$ cat src/rtl/modn_updown_counter_multi.sv
// modn_updown_counter_multi: chained radix-MODULUS up/down counter with clamped load, wrap/saturate and event pulses
module modn_updown_counter_multi #(
   parameter int MODULUS = 10,
   parameter int DIGITS = 2,
   parameter bit WRAP = 1'b1
) (
   input  logic                clk,
   input  logic                rst,
   input  logic                en,
   input  logic                up_down,
   input  logic                load,
   input  logic [4*DIGITS-1:0] load_val,
   output logic [4*DIGITS-1:0] out,
   output logic                tc,
   output logic                limit,
   output logic                load_err
);
   localparam logic [3:0] MAX = 4'(MODULUS - 1);
   localparam logic [4:0] MOD = 5'(MODULUS);
   logic [4*DIGITS-1:0] r_out, w_next, w_clamp;
   logic [DIGITS-1:0] w_adv, w_step, w_bad;
   logic r_limit, r_load_err, w_bound;
   if (MODULUS < 2 || MODULUS > 16 || DIGITS < 1 || DIGITS > 8) begin : g_bad_param
      $error("modn_updown_counter_multi: MODULUS must be 2..16 and DIGITS 1..8");
   end
   for (genvar i = 0; i < DIGITS; i++) begin : g_dig
      logic [3:0] w_d, w_l;
      assign w_d = r_out[4*i+:4];
      assign w_l = load_val[4*i+:4];
      assign w_adv[i] = up_down ? (w_d == MAX) : (w_d == 4'd0);
      if (i == 0) begin : g_lsd
         assign w_step[i] = 1'b1;
      end else begin : g_upper
         assign w_step[i] = w_step[i-1] & w_adv[i-1];
      end
      assign w_bad[i] = {1'b0, w_l} >= MOD;
      assign w_clamp[4*i+:4] = w_bad[i] ? MAX : w_l;
      assign w_next[4*i+:4] = !w_step[i] ? w_d :
                              up_down ? (w_adv[i] ? 4'd0 : w_d + 4'd1) :
                              (w_adv[i] ? MAX : w_d - 4'd1);
   end
   assign w_bound = &w_adv;
   assign tc = en & w_bound;
   always_ff @(posedge clk) begin
      if (rst) begin
         r_out <= '0;
         r_limit <= 1'b0;
         r_load_err <= 1'b0;
      end else if (load) begin
         r_out <= w_clamp;
         r_limit <= 1'b0;
         r_load_err <= |w_bad;
      end else begin
         r_out <= (en && !(w_bound && !WRAP)) ? w_next : r_out;
         r_limit <= en & w_bound;
         r_load_err <= 1'b0;
      end
   end
   assign out = r_out;
   assign limit = r_limit;
   assign load_err = r_load_err;
endmodule

$ cat config.mk
export PLATFORM = sky130hd
export DESIGN_NAME = modn_updown_counter_multi
export DESIGN_NICKNAME = d
export VERILOG_FILES = /design/src/rtl/modn_updown_counter_multi.sv
export SDC_FILE = /design/constraint.sdc
export NUM_CORES = 1
export LEC_CHECK = 0
export CORE_ASPECT_RATIO = 0.8
export CORE_MARGIN = 1.5
export CORE_UTILIZATION = 25
export DETAILED_ROUTE_END_ITERATION = 10
export HOLD_SLACK_MARGIN = 0.12
export SLEW_MARGIN = 20
export SYNTH_ARGS = -nofsm -noshare
export SYNTH_HDL_FRONTEND = slang
export SYNTH_SLANG_ARGS = --single-unit
$ cat constraint.sdc
create_clock -name clk -period 2.2 [get_ports clk]
set_clock_uncertainty 0.1 [all_clocks]
set_input_delay 0.44 -clock clk [delete_from_list [all_inputs] [get_ports clk]]
set_output_delay 0.44 -clock clk [all_outputs]
set_load 0.005 [all_outputs]
==> flow_summary.yaml <==
die:
  row_count: 18
  initial_core_util: 0.271
  die_area_um2: 3810
  die_h_um: 55.5
  die_w_um: 68.7
  pin_count: 24
  core_area_um2: 3180
clocking:
  htreeDepth: 1
  cts.sinks: 10
  clk_path_buf_depth: 2
  clk_pin_slew_ns: 0.04
  worstSkewPairLatency_ns: 0.22
  cts_hold_buffers: 0
  cts_buffers: 3
  cts_tree: "yes"
  root_buffer: "clkbuf_8"
synth:
  synth_cells: 107
  yosysWarnings: 0
  syn_area_um2: 862
  ys_seq_elements: 10
  syn_area_per_cell_um2: 8.06
  synth.net_count: 126
  yosysUniqueCellTypes: 42
  yosysSeqAreaShare: 0.232
sta:
  hold_viol_final: 0
  finalCriticalPeriod_ns: 2.01
  period_share: 0.916
  setup_viol: 0
  tightest_slew_ns: 0.368
  worst_slack_ns: 0.186
  fmax_mhz: 496
  rsz0062_at_grt: "false"
  slew_violations: 0
  maxSlewHeadroom: 0.754
route:
  wl_met2_um: 1000
  drt-met1-wl_um: 1060
  drt_iter0_markers: 22
  ant_nets: 0
  wirelength_um: 2190
  top_layer: "met4"
  wire_per_inst_um: 11.8
  dr_wl_met3_um: 102
  firstDrtPassIters: 4
  num_vias: 874
  drc: 0
  via_per_inst: 4.72
cells_and_area:
  seq_area_um2: 203
  num_antenna_cells: 0
  nNetsFinal: 166
  num-fill-cells: 317
  drive_above_1_share: 0.283
  syn_to_final_growth_pct: 51.4
  multi_input_area_um2: 612
placement:
  port_buffers: 23
  dp_worst_setup_slack_ns: -0.561
  hpwl_um: 1720
  place.gp.congestion: 0.854
global_route:
  antenna_found_initial: 0
  grtUsageTotal: 0.123
  overflow: 0
  grt_pass1_vias: 898
  grt_max_degree: 12
  grt_pass1_wl_um: 3800
critical_path:
  path_cells: "inv_1 > ha_2 > nor4b_4 > o21ai_2 > and2b_1 > clkbuf_2"
  crit_slowest_cell: "dfxtp_2"
  cp_slowest_stage_delay_ns: 0.34
  r2r_start: "out[0]"
  cp-end-kind: "output port"
  crit_buf_inv: 2
  crit_fanout: 4
  rr_worst_depth: 7
  worst_r2r_endpoint: "out[2]"
  cp.required_ns: 1.66
  startpoint_type: "register"
  critPathArrivalTime_ns: 1.47
  crit_family: "simple AND/OR/NAND/NOR gates"
  crit_type: "reg2out"
  reg2reg_slack_ns: 0.27
power:
  finalPower_uw: 613
  peakVddDrop_uv: 401
  p_leak_nw: 0.527
  power_density_nw_per_um2: 470
min_path:
  hold_end: "out[5]"
  min-delay-start: "out[6]"
  min_path_type: "reg2reg"
  worstHoldPathCells: 3
run_status:
  run_status: "complete, no violations"
run:
  cap_violations: 0
-- cell usage after synthesis --
| cell type | instances | share of area |
|---|---|---|
| o21ai_0 | 8 | 0.046 |
| nand3_1 | 4 | 0.023 |
| nand2_1 | 9 | 0.039 |
| o21bai_1 | 1 | 0.0087 |
| buf_4 | 1 | 0.0087 |
| nor4b_4 | 1 | 0.028 |
| nand2b_1 | 7 | 0.051 |
| clkbuf_2 | 1 | 0.0058 |
| mux2_2 | 1 | 0.013 |
| o21ai_2 | 1 | 0.010 |
| a21oi_1 | 10 | 0.058 |
| o32a_2 | 1 | 0.013 |
| and4b_4 | 1 | 0.016 |
| nand3b_1 | 1 | 0.0087 |
| or3_1 | 1 | 0.0073 |
| ha_1 | 6 | 0.087 |
| nor2_1 | 2 | 0.0087 |
| a221oi_1 | 2 | 0.020 |
| and3b_1 | 1 | 0.010 |
| clkbuf_1 | 4 | 0.017 |
| nor2b_1 | 2 | 0.015 |
| o31a_1 | 1 | 0.010 |
| mux2i_1 | 1 | 0.012 |
| o21ba_2 | 1 | 0.012 |
| o31ai_1 | 1 | 0.0087 |
| nand4_1 | 1 | 0.0073 |
| o22a_1 | 1 | 0.010 |
| a211oi_1 | 2 | 0.017 |
| xnor2_1 | 2 | 0.020 |
| and2b_1 | 2 | 0.017 |
| a311oi_1 | 2 | 0.020 |
| buf_6 | 1 | 0.013 |
| nor3b_1 | 1 | 0.0087 |
| inv_1 | 8 | 0.035 |
| dfxtp_1 | 10 | 0.23 |
| or4_1 | 1 | 0.0087 |
| o21a_1 | 1 | 0.0087 |
| a211o_2 | 1 | 0.012 |
| xor2_1 | 1 | 0.010 |
| o22ai_1 | 2 | 0.015 |
| or3b_2 | 1 | 0.010 |
| a221oi_2 | 1 | 0.017 |
-- repair_timing --
action / 4_1_cts / 5_1_grt
gates resized for setup: 11 / 3
endpoints found under the setup margin: 1 / 1
gates cloned: 0 / 0
pin swaps: 1 / 1
setup buffers: 2 / 2
-- final cells by class --
class | instances | share of cell area
multi-input cells | 82 | 0.469
inverters | 8 | 0.0230
well taps | 40 | 0.0384
clock buffers | 3 | 0.0316
repair buffers | 42 | 0.283
flip-flops and latches | 10 | 0.155
-- cells in the final DEF (no fill, tap or decap), drive strengths merged, types with 2 or more instances in the layout --
master / n
a211oi: 2
a21oi: 10
a221oi: 3
a311oi: 2
and2b: 2
buf: 19
clkbuf: 4
clkdlybuf4s50: 21
dfxtp: 10
ha: 6
inv: 8
nand2: 9
nand2b: 7
nand3: 4
nor2: 2
nor2b: 2
o21ai: 9
o22ai: 2
xnor2: 2
-- worst register-to-register path, cell delays in order, from the launching register on --
cell and delay, ns:
dfxtp_2 0.37, inv_1 0.06, ha_2 0.18, nor4b_4 0.13, buf_4 0.13, buf_4 0.12
or4_1 0.48, a221oi_1 0.26
-- state kept, by name (all words and copies together), names as in the netlist --
signal	count
limit	1
load_err	1
out	8
-- metrics by stage --
stage	setup TNS [ns]	hold slack (ns)	area, um^2	std cells	util
after detailed placement	-1.06	0.618	1220	178	0.383
final	0	0.617	1310	185	0.411
after global routing	0	0.669	1310	185	0.411
after CTS	0	0.618	1290	183	0.407
after global placement	-0.924	0.620	1220	178	0.383
after floorplan	0	0.473	862	107	-
-- layer usage --
metal / global-route usage / up-vias
met5: 0 / -
met4: 0.0343 / 0
met3: 0.0183 / 4
met2: 0.190 / 21
met1: 0.176 / 383
li1: - / 466
-- how the worst max path moves through the flow --
| stage | startpoint | to | slack (ns) | depth (start not counted) |
|---|---|---|---|---|
| global placement | up_down | tc | -0.50 | 6 |
| detailed placement | up_down | tc | -0.56 | 6 |
| global route | out[0] | tc | 0.07 | 6 |
| CTS | out[1] | tc | 0.04 | 6 |
| floorplan | out[0] | tc | 0.20 | 6 |
| finish | out[0] | tc | 0.19 | 6 |
-- cells by family after synthesis --
family	Yosys count	synth area share
AND/OR/NAND/NOR	35	0.258
multiplexers	2	0.0247
adder cells (fa/ha/maj)	6	0.0871
XOR/XNOR	3	0.0305
buffers and inverters	15	0.0798
AO/OA/AOI/OAI	36	0.287
flip-flops	10	0.232
-- power breakdown --
group	internal, mW	total (mW)	leakage [nW]	switching (mW)
combinational	0.131	0.229	0.422	0.0980
clock	0.118	0.175	0.0216	0.0563
sequential	0.195	0.209	0.0833	0.0133
Power figures use the tool's default switching activity.
